==> config.mk <==
export PLATFORM = sky130hd
export DESIGN_NAME = modulus_counter_ctrl
export DESIGN_NICKNAME = d
export VERILOG_FILES = /design/src/rtl/modcnt_pkg.sv /design/src/rtl/mod_counter_prog.sv /design/src/rtl/modulus_counter_ctrl.sv
export SDC_FILE = /design/constraint.sdc
export NUM_CORES = 1
export LEC_CHECK = 0
export ABC_CLOCK_PERIOD_IN_PS = 2200
export CAP_MARGIN = 10
export CORE_AREA = 4 4 41 43
export CTS_CLUSTER_SIZE = 12
export DETAILED_ROUTE_END_ITERATION = 7
export DIE_AREA = 0 0 45 47
export DONT_BUFFER_PORTS = 1
export GPL_TIMING_DRIVEN = 1
export PLACE_DENSITY = 0.51
export SLEW_MARGIN = 40
export SYNTH_ARGS = -nofsm -noshare
export SYNTH_HDL_FRONTEND = slang
export SYNTH_SLANG_ARGS = --single-unit
==> constraint.sdc <==
create_clock -name clk -period 2.2 [get_ports clk]
set_input_delay 0.33 -clock clk [delete_from_list [all_inputs] [get_ports clk]]
set_output_delay 0.33 -clock clk [all_outputs]
set_load 0.02 [all_outputs]
==> src/rtl/modcnt_pkg.sv <==
// Shared types and constants for the programmable modulus counter.
package modcnt_pkg;

  typedef enum logic [1:0] {
    IDLE = 2'b00,
    RUN  = 2'b01,
    DONE = 2'b10
  } state_t;

  localparam int MODCNT_DEFAULT_MOD = 5;
  localparam int REPS_W             = 8;

endpackage

==> src/rtl/mod_counter_prog.sv <==
// Programmable modulus counter: counts 0..mod, wraps to 0; wrap flags Q==mod.
module mod_counter_prog #(
  parameter int n = 3
) (
  input  logic         clk,
  input  logic         reset_n,
  input  logic         en,
  input  logic         clr,
  input  logic [n-1:0] mod,
  output logic [n-1:0] Q,
  output logic         wrap
);

  assign wrap = (Q == mod);

  // clr wins over en so the controller can park the count at 0 in any state
  always_ff @(posedge clk or negedge reset_n) begin
    if (!reset_n) begin
      Q <= '0;
    end else if (clr) begin
      Q <= '0;
    end else if (en) begin
      Q <= wrap ? '0 : Q + n'(1);
    end
  end

endmodule

==> src/rtl/modulus_counter_ctrl.sv <==
// Run controller for mod_counter_prog: cfg handshake, IDLE/RUN/DONE FSM, optional
// repeat limit enabled by the MODCNT_REPEAT_EN macro.
module modulus_counter_ctrl
  import modcnt_pkg::*;
#(
  parameter int n = 3
) (
  input  logic              clk,
  input  logic              reset_n,
  input  logic              cfg_valid,
  output logic              cfg_ready,
  input  logic [n-1:0]      cfg_mod,
`ifdef MODCNT_REPEAT_EN
  input  logic [REPS_W-1:0] cfg_reps,
`endif
  input  logic              start,
  input  logic              stop,
  output logic [n-1:0]      Q,
  output logic              tc,
  output logic              busy,
  output logic              done
);

  state_t       state, state_nxt;
  logic [n-1:0] mod_reg;
  logic         cnt_en, cnt_clr, at_mod, cfg_fire, last_wrap;

  assign cfg_ready = (state == IDLE);
  assign busy      = (state != IDLE);
  assign cfg_fire  = cfg_valid && cfg_ready;
  assign tc        = (state == RUN) && at_mod;

`ifdef MODCNT_REPEAT_EN
  logic [REPS_W-1:0] reps_reg, wrap_cnt;

  // R==0 never matches, so the run continues until stop
  assign last_wrap = tc && (reps_reg != '0) && (wrap_cnt == reps_reg - REPS_W'(1));
  assign done      = (state == DONE);

  always_ff @(posedge clk or negedge reset_n) begin
    if (!reset_n) begin
      reps_reg <= '0;
      wrap_cnt <= '0;
    end else begin
      if (cfg_fire) reps_reg <= cfg_reps;
      if (state != RUN) wrap_cnt <= '0;
      else if (tc)      wrap_cnt <= wrap_cnt + REPS_W'(1);
    end
  end
`else
  assign last_wrap = 1'b0;
  assign done      = 1'b0;
`endif

  always_ff @(posedge clk or negedge reset_n) begin
    if (!reset_n) begin
      state   <= IDLE;
      mod_reg <= n'(MODCNT_DEFAULT_MOD);
    end else begin
      state <= state_nxt;
      if (cfg_fire) mod_reg <= cfg_mod;
    end
  end

  // Counter is held clear everywhere except a RUN cycle that stays in RUN
  always_comb begin
    state_nxt = state;
    cnt_en    = 1'b0;
    cnt_clr   = 1'b1;
    case (state)
      IDLE: if (start && !stop) state_nxt = RUN;
      RUN: begin
        if (stop) begin
          state_nxt = IDLE;
        end else if (last_wrap) begin
          state_nxt = DONE;
        end else begin
          cnt_en  = 1'b1;
          cnt_clr = 1'b0;
        end
      end
      DONE:    state_nxt = IDLE;
      default: state_nxt = IDLE;
    endcase
  end

  mod_counter_prog #(.n(n)) u_cnt (
    .clk     (clk),
    .reset_n (reset_n),
    .en      (cnt_en),
    .clr     (cnt_clr),
    .mod     (mod_reg),
    .Q       (Q),
    .wrap    (at_mod)
  );

endmodule

[Word-level counts from Yosys, hierarchy flattened]
Index checks and enable logic that the tools add are counted.
Storage, ports and cells
  logic and storage cells: 26
  input bits: 8
  output and inout bits: 7
  register bits: 8
Cells by class
  eq/ne operators: 4
  multiplexer cells: 10
  reductions and logical operators: 8
  $add $sub $neg: 1
Operators by type and width (number)
  3-bit 2-to-1 mux: 3
  1-bit 2-to-1 mux: 4
  2-bit 2-to-1 mux: 2
  2-bit one-hot mux with 2 select lines: 1
  2-bit nonzero test: 2
  3-bit by 1-bit adder with 3-bit output (second input constant): 1
  3-bit == test: 1
  1-bit logical AND: 3
  2-bit by 1-bit == test with 1-bit output (second input constant): 1
  2-bit logical NOT: 1
  2-bit by 1-bit != test with 1-bit output (second input constant): 1
  2-bit != test (second input constant): 1
  2-bit AND reduction: 1
  1-bit logical NOT: 1

[Logic depth before layout (Yosys ltp)]
Gate-level depths: netlist of run 1.
  word-level depth: 4
  depth in mapped cells: 3
  mapped depth without buffers: 3

[Cells and area by module]
Synthesis of run 1 repeated with hierarchy kept, for this count alone.
Second synthesis, totals
  cell total of the unflattened synthesis: 36
  area total of the unflattened synthesis: 385.4 µm²
Modules (own cells, without submodules)
  mod_counter_prog: instances 1, area an instance 198.9 µm², sequential area each 75.1 µm², cells an instance 20
  modulus_counter_ctrl: instances 1, area an instance 186.4 µm², sequential area each 102.6 µm², cells an instance 16

[Worst setup path before layout of run 1]
No wires, ideal clock.
  kind: register -> output
  start: register u_cnt.Q[0]
  end: output port tc
  path slack: 0.819 ns
  arrival: 1.051 ns
  cell stages (with the launch flop): 3
  path through: dfrtp_1 > xnor2_1 > and4_2
On the way
  word-level cells in the longest chain between the ends: 2
RTL lines
  start: declaration: RTL line mod_counter_prog.sv:10  | output logic [n-1:0] Q,
  start signal: assignment: RTL line mod_counter_prog.sv:23  | Q <= wrap ? '0 : Q + n'(1);
  3-bit == test: RTL line mod_counter_prog.sv:14  | assign wrap = (Q == mod);
  1-bit logical AND: RTL line modulus_counter_ctrl.sv:31  | assign tc = (state == RUN) && at_mod;
  end: declaration: RTL line modulus_counter_ctrl.sv:19  | output logic tc,
No other way between the ends.

[Worst setup path in the final report of run 1]
Same ends and word-level chain as after synthesis.

==> metrics, run 1 <==
Finish-stage setup viols=0; violation count after the first detailed-route iteration=0; Synthesis Warnings=0; syn avg cell area=12.47 um2; fmax=568.0 MHz; leakage power=0.1551 nW; first-pass GRT wire length=1.207 mm; Core Footprint=0.001301 mm2; starting density of the core=25.87%; row cnt=13; Slew Viols, Final=0; GRT Util Overall=8.533%; Max-Cap Viols=0; Post-Synth Simple-Gate Area=9.665%; Seq cells post-synth=7; XOR/XNOR share of the synthesized area=10.41%; Mapped Area=336.6 um2; design area=384.1 um2; # nets final=41; count leader, synth=dfrtp_1; register area=177.7 um2; multi-input logic area=143.9 um2; die height=47 um; grt ovf=0; largest family of logic cells by synthesized area=XOR/XNOR gates; Area Growth Syn to Fin=14.13%; share of layout cells above drive strength 1=32.26%; Pre-antenna DRT Iters=1; outcome=finished, final reports clean; Setup CP Type=flop to output pin; root buffer cell=clkbuf_4; Area after DPL=347.8 um2; Max Root-Sink Buffers=2; final std cells w/o fill=46; largest area contributor in the netlist=dfrtp_1; Worst VDD drop=0.2424 mV; data arrival time of the critical path=1.43 ns; CTS Sinks=7; pwr dens=829.0 mW/mm2; PortBufs=0; Synth area leaders=dfrtp_1 37%, dfstp_2 16%, xnor2_1 10%, mux2_2 10%, a311oi_1 7.8%; Tcrit/Tclk final=80.02%; largest net degree at the start of global routing=8; antenna-violating nets left=0; post-synth cell types=13; fillcell total=153; via count=214; H-tree depth=1; WL final=682 um; CTS Buf Count=3; sequential share of the synthesized area=52.79%; top_reg_cell synth=dfrtp_1; Clock transition at path regs=0.05 ns; wire length per cell=14.83 um; Worst Skew=0.002810 ns; setup tns final=0 ns; top-level I/O count=15; Die W=45 um; critical path launch point type=flop; DRC errors left=0; worst skew pair latency=0.25 ns; RSZ-0062 raised after global routing=no; final hold violations=0; area share of the largest cell type after synthesis=37.17%; die area=0.002115 mm2; Gate Count Post-Synth=27; min cycle time layout=1.760 ns; Req. time, crit path=1.87 ns; syn_nets=36; Post-synth EDFFs=0; CP Capture Type=output pin; post-synthesis adder-cell area fraction=3.717%; Hold Crit Class=primary input to flop; top cells by count, synth=5 x dfrtp_1, 4 x xnor2_1, 3 x a311oi_1, 3 x mux2_2; initial antenna violation count=0; crit path max fanout=4; mux contribution to synthesized area=10.04%; complex-gate fraction of the synthesized area=7.807%; vias in the first global route=261; ys async rst share=100.0%; DR vias/cell=4.652; diodes inserted=0; RePlAce Congestion=0.7041; placed insts=41; Total Power=0.3184 mW; CTS tree=yes
## routing by layer
| layer | vias to the layer above | track usage (%) | part of all wire [%] |
|---|---|---|---|
| met5 | - | 0 | 0 |
| met1 | 101 | 7.944 | 34 |
| met4 | 0 | 7.018 | 3.7 |
| met2 | 11 | 13.28 | 50 |
| met3 | 3 | 5.364 | 12 |
| li1 | 99 | - | - |
## path summary, 6_finish.rpt
path | start | endpoint | slack [ns] | cells after the start
setup / recovery | u_cnt.Q[0] | tc | 0.44 | 2
hold / removal | stop | state[0] | 0.14 | 1
setup reg to reg | u_cnt.Q[0] | u_cnt.Q[2] | 0.94 | 3
hold reg to reg | mod_reg[1] | mod_reg[1] | 0.54 | 1
max in group asynchronous | reset_n | mod_reg[2] | 1.51 | 1
min in group asynchronous | reset_n | mod_reg[1] | 0.40 | 1
## placed cells by master (no fill, tap or decap)
cell type      count
dfstp_2            2
ha_1               1
nor2b_2            1
and4_2             1
clkbuf_4           3
dlygate4sd3_1      1
conb_1             1
nand2b_1           1
a311oi_1           3
mux2_2             3
xnor2_1            4
clkbuf_1           1
dfrtp_1            5
nor2_1             2
inv_1              2
## worst max-delay path, cell delays in order (launching register included)
cell and delay, ns:
dfrtp_1 0.49, xnor2_1 0.33, and4_2 0.36
## kinds of logic after synthesis
| logic type | Yosys count |
|---|---|
| compound gates | 3 |
| xor+xnor | 4 |
| fa+ha+maj | 1 |
| buf+inv | 3 |
| flops | 7 |
| mux | 3 |
| other cells | 1 |
| simple gates | 5 |
## through the flow
step	worst slack (ns)	util (%)	hold slack, ns
final	0.4395	29.52	0.1355
after floorplan	0.8192	-	0.03441
after CTS	0.4226	29.52	0.1254
after detailed placement	0.7062	26.73	0.03467
after global placement	0.7704	26.73	0.03465
after global routing	0.3470	29.52	0.1218
## cell type report
cell class                      count  share of cell area (%)
Multi-Input combinational cell     17                   37.46
Sequential cell                     7                   46.25
Tap cell                           15                   4.886
Inverter                            2                   1.954
Clock buffer                        4                   6.840
Timing Repair Buffer                1                   2.606
## report_power, final
part           total, mW  internal (mW)  switching (mW)
combinational     0.0428         0.0192          0.0236
clock              0.118         0.0693          0.0484
sequential         0.158          0.144          0.0138
total              0.318          0.233          0.0859
## timing repair
item | in CTS | in global routing
endpoints found under the hold margin | 7 | 0
hold buffers | 1 | 0
setup buffers | 0 | 0
resized for setup | 0 | 0
No activity file was read; power rests on OpenSTA's default activity.
==> inputs of run 2 (changes only) <==
- ABC_CLOCK_PERIOD_IN_PS: 2200 -> 1700
- clock period: 2.2 -> 1.7 ns (I/O delays scaled with it)
==> metrics, run 2 (same netlist as run 1, synthesis figures left out) <==
Clock Power Share=35.9% (-1.1 points); most frequent cells in the layout=5 x dfrtp_1, 3 x xnor2_2, 3 x mux2_2, 3 x a311oi_1, 3 x clkbuf_4; CTS tree=yes; crit path max fanout=4 (unchanged); DR vias/cell=4.652 (unchanged); final setup margin=0.1047 ns (-0.3349 ns); reg-to-reg critical path startpoint=u_cnt.Q[0]; fillcell total=150 (-2.0%); Setup CP Type=flop to output pin; die height=47 um (unchanged); top-level I/O count=15 (unchanged); flop2flop setup slack=0.43 ns (-0.51 ns); Clock transition at path regs=0.05 ns (about the same); die area=0.002115 mm2 (unchanged); Req. time, crit path=1.44 ns (-0.43 ns); leakage power=0.1687 nW (+8.8%); share of layout cells above drive strength 1=41.94% (+9.7 points); FF-to-FF path depth=3 (unchanged); WL met1=244 um (+5.6%); via count=214 (unchanged); RSZ-0062 raised after global routing=no; worst skew pair latency=0.25 ns (about the same); Finish-stage setup viols=0 (unchanged); critical path launch point type=flop; Pre-antenna DRT Iters=2 (+1); Tcrit/Tclk final=93.84%; CTS Sinks=7 (unchanged); Hold Crit Class=primary input to flop; row cnt=13 (unchanged); first-pass GRT wire length=1.200 mm (-0.58%); placed insts=41 (unchanged); Max Root-Sink Buffers=2 (unchanged); Worst Skew=0.002411 ns (-0.0003983 ns); Worst VDD drop=0.3144 mV (+30%); worst hold path depth=1 (unchanged); PortBufs=0 (unchanged); reg2reg end=u_cnt.Q[2]; WL final=696 um (+2.1%); diodes inserted=0 (unchanged); H-tree depth=1 (unchanged); antenna-violating nets left=0 (unchanged); WL met2=348 um (+2.1%); root buffer cell=clkbuf_4; wire length per cell=15.13 um (+2.1%); largest net degree at the start of global routing=8 (unchanged); met3 routed WL=78 um (-6.0%); Combinational Power Share=14.9% (+1.5 points); most common cell after layout, fill and taps aside=dfrtp_1; outcome=finished, final reports clean; Max-Cap Viols=0 (unchanged); CTS Buf Count=3 (unchanged); data arrival time of the critical path=1.34 ns (-0.09 ns); Area Growth Syn to Fin=20.82%; switching share of power=27.18% (+0.21 points); starting density of the core=25.87% (unchanged); fmax=626.8 MHz; final hold violations=0 (unchanged); Worst Setup EP=tc; vias in the first global route=260 (-0.38%); post-CTS setup buffers=0 (unchanged); final std cells w/o fill=46 (unchanged); # nets final=41 (unchanged); CP Capture Type=output pin; Slew Viols, Final=0 (unchanged); Sw Pwr=0.1152 mW (+34%); Core Footprint=0.001301 mm2 (unchanged); GRT Util Overall=8.460% (-0.073 points); min cycle time layout=1.595 ns; Top Layer Used=met4; initial antenna violation count=0 (unchanged); DRC errors left=0 (unchanged); pwr dens=1043 mW/mm2 (+26%); setup tns final=0 ns (unchanged); violation count after the first detailed-route iteration=1 (+1); Internal Pwr Total=0.3088 mW (+33%); sequential power share=49.2% (-0.4 points); RePlAce Congestion=0.7041 (unchanged); Die W=45 um (unchanged); DP Worst Slack=0.2812 ns (-0.4250 ns); Setup crit start=u_cnt.Q[0]; grt ovf=0 (unchanged)
## run 2: through the flow
stage,area [um2],power (mW),util (%),hold slack [ns]
after global routing,406.6,0.4538,31.25,0.04683
after CTS,391.6,0.4295,30.10,0.05044
after floorplan,336.6,0.2497,-,-0.04059
final,406.6,0.4241,31.25,0.06106
after global placement,347.8,0.2554,26.73,-0.04035
after detailed placement,347.8,0.2590,26.73,-0.04033
## run 2: critical path, cell delays in order (launching register included)
cell and delay [ns]:
dfrtp_1 0.50, xnor2_2 0.25, and4_2 0.34
## run 2: layout make-up
class | count | area, um2 | share of cell area (%)
sequential | 7 | 177.7 | 43.69
multi-input combinational | 17 | 166.4 | 40.92
clock buffer | 4 | 26.28 | 6.462
tap | 15 | 18.77 | 4.615
timing repair buffer | 1 | 10.01 | 2.462
inverter | 2 | 7.507 | 1.846
## run 2: metal layers
layer / vias to the layer above / track usage (%)
met4: 0 / 7.018
met2: 11 / 13.28
met5: - / 0
met3: 3 / 5.364
li1: 98 / -
met1: 102 / 7.728
## run 2: worst min path at each step
stage	startpoint	slack, ns	end
5_1_grt	stop	0.05	state[0]
6_report	stop	0.06	state[0]
4_1_cts	stop	0.05	state[0]
2_1_floorplan	reset_n	-0.04	mod_reg[1]
3_5_place_dp	reset_n	-0.04	mod_reg[1]
3_3_place_gp	reset_n	-0.04	state[0]
## run 2: timing repair
action	CTS	global route
hold endpoints to repair	7	0
setup endpoints to repair	1	1
gates resized for setup	1	2
cloned	0	0
hold buffers	1	0
## run 2: power groups by stage
stage | clock network [mW] | registers, mW | logic [mW]
finish | 0.152 | 0.209 | 0.0633
global route | 0.173 | 0.212 | 0.0692
CTS | 0.163 | 0.207 | 0.0593
detailed placement | 0 | 0.208 | 0.0509
global placement | 0 | 0.208 | 0.0475
floorplan | 0 | 0.204 | 0.0459
==> inputs of run 3 (changes only) <==
- SKIP_CTS_REPAIR_TIMING: unset -> 1
==> metrics, run 3 (same netlist as run 1, synthesis figures left out) <==
outcome=finished, final reports clean; CTS Sinks=7 (unchanged); Max Root-Sink Buffers=2 (unchanged); final hold violations=0 (unchanged); wire length per cell=15.41 um (+1.9%); Worst VDD drop=0.3070 mV (-2.4%); pwr dens=1045 mW/mm2 (+0.17%); crit path max fanout=4 (unchanged); final setup margin=0.1039 ns (-0.0007250 ns); H-tree depth=1 (unchanged); CTS Buf Count=3 (unchanged); critical path launch point type=flop; CTS tree=yes; violation count after the first detailed-route iteration=1 (unchanged); antenna-violating nets left=0 (unchanged); worst skew pair latency=0.25 ns (about the same); Pre-antenna DRT Iters=2 (unchanged); die area=0.002115 mm2 (unchanged); Hold Crit Class=primary input to flop; row cnt=13 (unchanged); Core Footprint=0.001301 mm2 (unchanged); critical-path cell list=xnor2_2 > and4_2; starting density of the core=25.87% (unchanged); Die W=45 um (unchanged); leakage power=0.1687 nW (unchanged); min cycle time layout=1.596 ns (+0.0007250 ns); CP Capture Type=output pin; fmax=626.5 MHz (about the same); DRC errors left=0 (unchanged); initial antenna violation count=0 (unchanged); Slew Viols, Final=0 (unchanged); Setup CP Type=flop to output pin; via count=215 (+0.47%); Max stage delay on crit path=0.50 ns (about the same); Worst Skew=0.002630 ns (+0.0002187 ns); WL final=709 um (+1.9%); RePlAce Congestion=0.7041 (unchanged); met3 routed WL=90 um (+15%); DP Worst Slack=0.2812 ns (unchanged); top-level I/O count=15 (unchanged); data arrival time of the critical path=1.34 ns (about the same); first-pass GRT wire length=1.207 mm (+0.58%); Total Power=0.4248 mW (+0.17%); WL met2=355 um (+2.0%); PortBufs=0 (unchanged); Finish-stage setup viols=0 (unchanged); most frequent cells in the layout=5 x dfrtp_1, 3 x xnor2_2, 3 x mux2_2, 3 x a311oi_1, 3 x clkbuf_4; Area after DPL=347.8 um2 (unchanged); WL met1=237 um (-2.9%); share of layout cells above drive strength 1=41.94% (unchanged); hold_ws=0.06032 ns (-0.0007357 ns); DR vias/cell=4.674 (+0.47%); largest net degree at the start of global routing=8 (unchanged); design area=406.6 um2 (unchanged); vias in the first global route=255 (-1.9%); die height=47 um (unchanged); GRT Util Overall=8.533% (+0.073 points); Slowest cell on crit path=dfrtp_1; most common cell after layout, fill and taps aside=dfrtp_1; Clock transition at path regs=0.05 ns (about the same); diodes inserted=0 (unchanged); Tcrit/Tclk final=93.89% (about the same); RSZ-0062 raised after global routing=no; Max-Cap Viols=0 (unchanged); root buffer cell=clkbuf_4; Top Layer Used=met4; Area Growth Syn to Fin=20.82% (unchanged); # nets final=41 (unchanged); grt ovf=0 (unchanged); setup tns final=0 ns (unchanged); Req. time, crit path=1.44 ns (about the same)
## run 3: cell counts in the layout (fill, tap and decap cells not counted)
No cell type changed its count.
## run 3: final cells by class
| cell class | instances | area, um2 |
|---|---|---|
| fillers | 150 | 894.6 |
| flip-flops and latches | 7 | 177.7 |
| clock buffers | 4 | 26.28 |
| inverters | 2 | 7.507 |
| well taps | 15 | 18.77 |
| repair buffers | 1 | 10.01 |
| multi-input cells | 17 | 166.4 |
## run 3: routing by layer
| layer | vias to the layer above | GRT usage, % |
|---|---|---|
| li1 | 98 | - |
| met1 | 103 | 7.710 |
| met2 | 11 | 13.28 |
| met3 | 3 | 5.747 |
| met4 | 0 | 7.018 |
| met5 | - | 0 |
## run 3: worst max-delay path: cells and delay by family (launching register included)
kind / cells / cell delay (ns)
DFF: 1 / 0.50
and+or+nand+nor: 1 / 0.34
xor gates and xnor gates: 1 / 0.25
## run 3: power breakdown
| part | switching [mW] | leakage, nW | internal, mW |
|---|---|---|---|
| logic | 0.0308 | 0.0671 | 0.0325 |
| clock network | 0.0628 | 0.0150 | 0.0897 |
| registers | 0.0223 | 0.0866 | 0.187 |
## run 3: final timing paths
| kind | start | end | slack, ns | depth (start not counted) |
|---|---|---|---|---|
| max in group asynchronous | reset_n | mod_reg[0] | 1.08 | 1 |
| min reg2reg | mod_reg[1] | mod_reg[1] | 0.58 | 1 |
| max | u_cnt.Q[0] | tc | 0.10 | 2 |
| min | stop | state[0] | 0.06 | 1 |
| min in group asynchronous | reset_n | u_cnt.Q[2] | 0.33 | 1 |
| max reg2reg | u_cnt.Q[0] | u_cnt.Q[2] | 0.42 | 3 |
## run 3: metrics by stage
stage                     std cells  util [%]
after floorplan                  27         -
after global placement           41     26.73
after detailed placement         41     26.73
after CTS                        45     28.75
after global routing             46     31.25
final                            46     31.25
